### src/rtl/fifo_pkg.sv
// Shared helpers for the level-reporting FIFO: width calculation and
// parameter-legality check used at elaboration.
package fifo_pkg;

  function automatic int clog2(input int n);
    int r;
    r = 0;
    for (int i = 0; i < 32; i++)
      if ((1 << r) < n) r++;
    return r;
  endfunction

  function automatic bit params_ok(input int width, input int depth,
                                   input int afull, input int aempty,
                                   input int fwft);
    return (width >= 1) && (depth >= 2) && ((depth & (depth - 1)) == 0) &&
           (afull >= 1) && (afull <= depth) &&
           (aempty >= 0) && (aempty <= depth - 1) &&
           ((fwft == 0) || (fwft == 1));
  endfunction

endpackage

### src/rtl/fifo_ram.sv
// Simple dual-port storage: synchronous write, async (show-ahead) or
// registered read selected by REG_RD.
module fifo_ram
  import fifo_pkg::*;
#(
  parameter int W      = 32,
  parameter int DEPTH  = 16,
  parameter bit REG_RD = 1'b0,
  parameter int AW     = clog2(DEPTH)
) (
  input  logic          clk_i,
  input  logic          rst_i,
  input  logic          we,
  input  logic [AW-1:0] waddr,
  input  logic [W-1:0]  wdata,
  input  logic          re,
  input  logic [AW-1:0] raddr,
  output logic [W-1:0]  rdata
);

  logic [DEPTH-1:0][W-1:0] mem;

  always_ff @(posedge clk_i)
    if (we) mem[waddr] <= wdata;

  if (REG_RD) begin : g_reg
    // Same-address write/read in one cycle returns the old word.
    always_ff @(posedge clk_i)
      if (rst_i)   rdata <= '0;
      else if (re) rdata <= mem[raddr];
  end else begin : g_async
    logic unused;
    assign unused = rst_i ^ re;
    assign rdata  = mem[raddr];
  end

endmodule

### src/rtl/sync_fifo_lvl.sv
// Single-clock FIFO with fill level, almost-full/empty thresholds, sticky
// overflow/underflow flags and show-ahead or registered read.
module sync_fifo_lvl
  import fifo_pkg::*;
#(
  parameter int G_WIDTH  = 32,
  parameter int G_DEPTH  = 16,
  parameter int G_AFULL  = G_DEPTH - 2,
  parameter int G_AEMPTY = 1,
  parameter int G_FWFT   = 1,
  parameter int AW       = clog2(G_DEPTH),
  parameter int LW       = clog2(G_DEPTH) + 1
) (
  input  logic               clk_i,
  input  logic               rst_i,
  input  logic               clr_i,
  input  logic [G_WIDTH-1:0] data_i,
  input  logic               push_i,
  input  logic               pull_i,
  output logic [G_WIDTH-1:0] data_o,
  output logic               valid_o,
  output logic               full_o,
  output logic               empty_o,
  output logic               afull_o,
  output logic               aempty_o,
  output logic [LW-1:0]      level_o,
  output logic               ovf_o,
  output logic               udf_o
);

  if (!params_ok(G_WIDTH, G_DEPTH, G_AFULL, G_AEMPTY, G_FWFT)) begin : g_bad_params
    $error("sync_fifo_lvl: illegal parameter set");
  end

  logic [AW-1:0] wr_ptr, rd_ptr;
  logic          push_acc, pull_acc, flush;

  assign flush    = rst_i | clr_i;
  assign pull_acc = pull_i & ~empty_o;
  // A pull from a full FIFO frees the slot the concurrent push lands in.
  assign push_acc = push_i & (~full_o | pull_acc);

  assign empty_o  = (level_o == '0);
  assign full_o   = (level_o == LW'(G_DEPTH));
  assign afull_o  = (level_o >= LW'(G_AFULL));
  assign aempty_o = (level_o <= LW'(G_AEMPTY));

  always_ff @(posedge clk_i)
    if (flush) begin
      wr_ptr  <= '0;
      rd_ptr  <= '0;
      level_o <= '0;
      ovf_o   <= 1'b0;
      udf_o   <= 1'b0;
    end else begin
      if (push_acc) wr_ptr <= wr_ptr + AW'(1);
      if (pull_acc) rd_ptr <= rd_ptr + AW'(1);
      case ({push_acc, pull_acc})
        2'b10:   level_o <= level_o + LW'(1);
        2'b01:   level_o <= level_o - LW'(1);
        default: level_o <= level_o;
      endcase
      if (push_i & ~push_acc) ovf_o <= 1'b1;
      if (pull_i & ~pull_acc) udf_o <= 1'b1;
    end

  fifo_ram #(
    .W      (G_WIDTH),
    .DEPTH  (G_DEPTH),
    .REG_RD (G_FWFT == 0),
    .AW     (AW)
  ) u_ram (
    .clk_i (clk_i),
    .rst_i (rst_i),
    .we    (push_acc & ~flush),
    .waddr (wr_ptr),
    .wdata (data_i),
    .re    (pull_acc & ~flush),
    .raddr (rd_ptr),
    .rdata (data_o)
  );

  if (G_FWFT != 0) begin : g_fwft
    assign valid_o = ~empty_o;
  end else begin : g_regrd
    logic vld_q;
    always_ff @(posedge clk_i)
      if (flush) vld_q <= 1'b0;
      else       vld_q <= pull_acc;
    assign valid_o = vld_q;
  end

endmodule

### config.mk
export PLATFORM = sky130hd
export DESIGN_NAME = sync_fifo_lvl
export DESIGN_NICKNAME = d
export VERILOG_FILES = /design/src/rtl/fifo_pkg.sv /design/src/rtl/fifo_ram.sv /design/src/rtl/sync_fifo_lvl.sv
export SDC_FILE = /design/constraint.sdc
export NUM_CORES = 1
export LEC_CHECK = 0
export BUFFER_PORTS_ARGS = -buffer_cell sky130_fd_sc_hd__buf_4
export CAP_MARGIN = 15
export CORE_UTILIZATION = 40
export CTS_BUF_LIST = sky130_fd_sc_hd__clkbuf_4
export DETAILED_ROUTE_END_ITERATION = 10
export PLACE_DENSITY_LB_ADDON = 0.15
export SLEW_MARGIN = 5
export SYNTH_ARGS = -nofsm -noshare
export SYNTH_HDL_FRONTEND = slang
export SYNTH_SLANG_ARGS = --single-unit
### constraint.sdc
create_clock -name clk_i -period 4.33 [get_ports clk_i]
set_input_delay 0.6495 -clock clk_i [delete_from_list [all_inputs] [get_ports clk_i]]
set_output_delay 0.6495 -clock clk_i [all_outputs]
set_load 0.02 [all_outputs]
## Word-level counts from Yosys, hierarchy flattened

Index checks and enable logic that the tools add are counted.

| cells by class | value |
|---|---|
| $add $sub $neg | 4 |
| $lt $le $gt $ge | 5 |
| eq/ne operators | 3 |
| mux-type cells | 6 |
| bitwise logic cells | 12 |
| reduce and logical (&&, ||, !) cells | 3 |

Operators with widths:

| kind | count |
|---|---|
| 512-bit bitwise mux | 1 |
| 32-bit binary-select mux with 4-bit select | 1 |
| 32-bit demux with 4-bit select | 1 |
| 32-bit two-way mux | 2 |
| 4-bit by 5-bit < comparator with 1-bit output (second input constant) | 2 |
| 5-bit case mux with 2 select lines | 1 |
| 4-bit by 1-bit adder with 4-bit output (second input constant) | 2 |
| 5-bit by 1-bit adder with 5-bit output (second input constant) | 1 |
| 1-bit AND | 5 |
| 5-bit equality test (second input constant) | 1 |
| 5-bit by 4-bit greater-or-equal comparator with 1-bit output (second input constant) | 1 |
| 5-bit by 1-bit less-or-equal comparator with 1-bit output (second input constant) | 1 |
| 5-bit logical NOT | 1 |
| 1-bit NOT | 5 |
| 5-bit by 1-bit subtractor with 5-bit output (second input constant) | 1 |
| 4-bit by 1-bit greater-or-equal comparator with 1-bit output (second input constant) | 1 |
| 2-bit by 1-bit equality test with 1-bit output (second input constant) | 1 |
| 2-bit equality test (second input constant) | 1 |
| 1-bit bitwise OR | 2 |
| 2-bit nonzero test | 1 |
| 1-bit logical AND | 1 |

| word-level totals | value |
|---|---|
| register bits after elaboration | 527 |
| input bits | 37 |
| output and inout port bits | 44 |
| logic and storage cells | 54 |

## Longest topological paths before layout

| logic depth | value |
|---|---|
| depth after elaboration | 7 |
| depth in mapped cells | 11 |
| gate-level depth less buffers | 10 |

## Cells and area by module

Synthesis repeated with hierarchy kept, for this count alone.

| unflattened totals | value |
|---|---|
| cell total of the unflattened synthesis | 938 |
| area total of the unflattened synthesis | 20273.2 um2 |

By module, submodules not included:

| module | instances | cells an instance | area each (um2) | seq. area each (um2) |
|---|---|---|---|---|
| fifo_ram | 1 | 811 | 19218.4 | 15374.7 |
| sync_fifo_lvl | 1 | 127 | 1054.8 | 300.3 |

## Least setup slack after synthesis

No wires, ideal clock.

| timing | value |
|---|---|
| path type | register -> register |
| start point | register level_o[0] |
| end point | register u_ram.mem[384] in the netlist's numbering (enable) |
| setup time | 0.421 ns |
| arrival | 2.882 ns |
| data required time | 3.909 ns |
| path slack | 1.027 ns |
| cell stages (with the launch flop) | 8 |
| buffers on the path | 1 |
| cells stage by stage | dfxtp_1 inv_1 ha_1 nand4bb_1 o21a_1 clkbuf_1 nand2_1 nor2_1 |

| on the way | value |
|---|---|
| word-level cells in the longest chain between the ends | 6 |
| elaborated cells between the ends (all ways) | 8 |
| classes of those cells | 1 x eq/ne; 6 x bitwise; 1 x reduce/logical |

Ends and longest elaborated chain:

| item | RTL line | text |
|---|---|---|
| start, declared | sync_fifo_lvl.sv:26 | `output logic [LW-1:0] level_o,` |
| start signal, assigned | sync_fifo_lvl.sv:59 | `2'b10: level_o <= level_o + LW'(1);` |
| start signal, assigned | sync_fifo_lvl.sv:60 | `2'b01: level_o <= level_o - LW'(1);` |
| start signal, assigned | sync_fifo_lvl.sv:61 | `default: level_o <= level_o;` |
| 5-bit logical NOT | sync_fifo_lvl.sv:43 | `assign empty_o = (level_o == '0);` |
| 1-bit NOT | sync_fifo_lvl.sv:39 | `assign pull_acc = pull_i & ~empty_o;` |
| 1-bit AND | sync_fifo_lvl.sv:39 |  |
| 1-bit bitwise OR (*) | sync_fifo_lvl.sv:41 | `assign push_acc = push_i & (~full_o \| pull_acc);` |
| 1-bit AND (*) | sync_fifo_lvl.sv:41 |  |
| 1-bit AND (*) | sync_fifo_lvl.sv:75 | `.we (push_acc & ~flush),` |
| end signal, assigned by index | fifo_ram.sv:24 | `if (we) mem[waddr] <= wdata;` |
| end, declared | fifo_ram.sv:21 | `logic [DEPTH-1:0][W-1:0] mem;` |

Every way passes the cells marked *; elsewhere a longest branch is shown, timed or not.
A chain may end at the register's enable or synchronous reset.

## Worst setup path in the final report

| timing | value |
|---|---|
| start point | register rd_ptr[0] |
| end point | output port data_o[1] |

| on the way | value |
|---|---|
| word-level cells in the longest chain between the ends | 2 |

Ends and longest elaborated chain:

| item | RTL line | text |
|---|---|---|
| start, declared | sync_fifo_lvl.sv:35 | `logic [AW-1:0] wr_ptr, rd_ptr;` |
| start signal, assigned | sync_fifo_lvl.sv:57 | `if (pull_acc) rd_ptr <= rd_ptr + AW'(1);` |
| 32-bit binary-select mux with 4-bit select | fifo_ram.sv:34 | `assign rdata = mem[raddr];` |
| 32-bit two-way mux (not written as such) | fifo_ram.sv:34 |  |
| end, declared | sync_fifo_lvl.sv:20 | `output logic [G_WIDTH-1:0] data_o,` |

Every way passes these cells. The select of a mux whose other input is x is not followed.

==> impl_results.md <==
- Ports: 81
- Drt total wl: approximately 45 mm
- Gpl congestion: 0.716
- Crit Path Category: reg2out
- CTS tree: yes
- Die area: 51,000 sq um
- Layout cells sized above 1: 39.4%
- Initial antenna violation count: 2
- Status: complete, no violations
- Crit-path max cell delay: roughly 0.53 ns
- Postcts setup bufs: 0
- Initial DRC count: 686
- Critical path startpoint category: register
- Post-CTS Resized: 0
- Root Driver: clkbuf_4
- Max-slew headroom: 29.5%
- Cell internal pwr: 8130 uW
- Vias per inst: roughly 5.2
- CP max stage cell: mux4_2
- Worst slack at placement: approximately 1.3 ns
- H-Tree Depth: 4
- IO Port Bufs: 80
- Net Sw Power: 2150 uW
- Site Rows: 81
- Switching Share: about a fifth
- Critical Path, Cell by Cell: buf_12, buf_12, mux4_2, a22oi_1, nand2_1, buf_4
- Worst setup path end: data_o[1]
- # hold bufs at CTS: 33
- Asr flop ratio synth: 0%
- Most frequent cells in the layout: 512 x edfxtp_1, 203 x clkbuf_4, 128 x mux4_2
- Total grt overflow: 0
- CP Depth: 6
- FF-to-FF path depth: 7
- Leading cell type in the layout, fill and taps excluded: edfxtp_1
- Skew-Pair Late Insertion Delay: 0.92 ns
- DRC viols: 0
- Setup TNS: 0 ns
- Comb power frac: 3.7%
- Final setup vio count: 0
- Measured slew at the worst slew-check pin: between 1 and 1.5 ns
- Final max-slew violation count: 0
- Share of power burned in registers: 54.6%
- Cells after Synth: about 910
- Clk buf depth: 3
- Synth Warn #: 0
- Count of flip-flops with a built-in enable after synthesis: 512
- Post-DR wirelength/cell: between 20 and 25 microns
- Nets: 1,193
- CTS clk-pin slew, worst paths: 0.07 ns
- Total CTS buffers: 139
- First-pass GRT wire length: 67.4 mm
- Yosys reg bits: 527
- Core area: 49,200 sq um
- Die H: 226 microns
- Final Skew: around 0.035 ns
- Buf/Inv on CP: 3
- DP Wirelength: 25.9 mm
- Mapped Area: 20,100 sq um
- R2r setup slk: 1.33 ns
- Unrepaired setup endpoints after global routing: no
- FF-to-FF End: u_ram.mem[396]$_DFFE_PP_
- Hold WC Path Type: in2reg
- Clock Power Share: 41.7%
- CP most frequent cell: buf_12
- P&R area growth vs syn: 18.7%
- FF-to-FF Start: level_o[1]$_SDFFE_PP0P_
- Starting Density: 40.8%
- Fin crit share: 88.8%
- Delay-heaviest family, CP: buffers and inverters
- CP Capture Type: output port
- Critical Path RT: between 3 and 4 ns
- VDD IR-drop max: 0.203 mV
- Cell Pwr Density: 432 nW/um^2
- Seq/Total Area, Yosys: about four fifths
- Crit-path max FO: 33
- Synth Area per Inst: 22.2 sq um
- Fin. Hold Viols: 0
- Final critical-path required period: 3.85 ns
- Cell variety after synth: 35
- Largest net degree at the start of global routing: 46
- Crit path launch: rd_ptr[0]$_SDFFE_PP0P_
- Most used DFF post-synth: edfxtp_1
- All-Layer GR Usage: 18.8%
- CP arrival: 3.20 ns
- Final worst slack: between 0.4 and 0.5 ns
- Synth Net Count: 953
- Vias in the first global route: 10,800
- Drt pass-1 iters: 6
- Max cap viols: 0
- Antenna-violating nets left: 0
- Die Width: around 230 microns
- Routed vias: 9,895
- Max Clk Rate: 0.260 GHz
- Static Leak: 0.00763 uW
- Sink Count: between 500 and 600
-- cell usage after synthesis, drive strengths merged (5+ instances only) --
master	number	share of area, %
a22oi	64	2.4
nand2	41	0.77
clkbuf	24	0.45
edfxtp	512	77
ha	11	0.69
xor2	5	0.22
buf	25	0.80
mux4	128	14
a21oi	8	0.20
dfxtp	15	1.5
inv	9	0.17
nor2	30	0.56
-- cell families (layout without fill, tap and decap cells) --
logic type	count (synthesis)	in the layout	share of synthesized area [%]
flip-flops	527	527	78.2
multiplexers	129	129	14.4
AND/OR/NAND/NOR	92	92	2.07
AO/OA/AOI/OAI	79	79	2.85
buffers and inverters	58	383	1.42
adder cells (fa/ha/maj)	11	11	0.686
XOR/XNOR	9	9	0.393
other	0	2	0
-- sequential cells by signal, summed over array words and instances, names as in the netlist --
signal and count:
wr_ptr 4, ovf_o 1, u_ram.mem 512, level_o 5, rd_ptr 4, udf_o 1
-- power groups by stage --
stage               combinational, uW  sequential (uW)  clock [uW]
finish                            376             5620        4290
floorplan                         179             5730           0
global placement                  357             5720           0
global route                      409             5610        4700
CTS                               385             5610        4450
detailed placement                360             5720           0
-- worst min path at each step --
| stage | start | to | slack, ns | cells past startpoint |
|---|---|---|---|---|
| after floorplan | wr_ptr[1]$_SDFFE_PP0P_ | wr_ptr[1]$_SDFFE_PP0P_ | 0.48 | 2 |
| after global placement | ovf_o$_SDFFE_PP0P_ | ovf_o$_SDFFE_PP0P_ | 0.47 | 2 |
| after global routing | data_i[11] | u_ram.mem[491]$_DFFE_PP_ | 0.05 | 1 |
| after detailed placement | udf_o$_SDFFE_PP0P_ | udf_o$_SDFFE_PP0P_ | 0.48 | 2 |
| after CTS | data_i[11] | u_ram.mem[427]$_DFFE_PP_ | 0.02 | 1 |
| final | data_i[11] | u_ram.mem[395]$_DFFE_PP_ | 0.14 | 1 |
-- cell type report --
class / instances / area (sq um)
diodes: 2 / 5.00
clock buffers: 203 / 1520
clock inverters: 23 / 204
fillers: 4119 / 25300
inverters: 9 / 33.8
multi-input cells: 320 / 4240
flip-flops and latches: 527 / 15700
well taps: 664 / 831
repair buffers: 148 / 1290
-- layer usage --
layer  track usage [%]  part of all wire (%)
met3              4.40                   4.1
met1              24.2                    44
met2              30.2                    50
met4              8.62                   2.1
met5                 0                     0
-- worst reg2reg max path: stages (launching register included) --
cell and delay [ns]:
dfxtp_1 0.46, inv_1 0.15, ha_1 0.21, nand4bb_1 0.15
o21a_1 0.30, nand2_1 0.30, nor2_4 0.58, buf_4 0.47
-- stage by stage --
stage,instances,util (%),total power [uW],area [sq um],hold slack (ns)
after CTS,1894,48.4,10400,23800,0.0232
after floorplan,905,-,5900,20100,0.477
final,1896,48.4,10300,23800,0.136
after detailed placement,1635,44.2,6080,21700,0.476
after global placement,1635,44.2,6080,21700,0.471
after global routing,1896,48.4,10700,23800,0.0524
(Power assumes the default switching activity.)
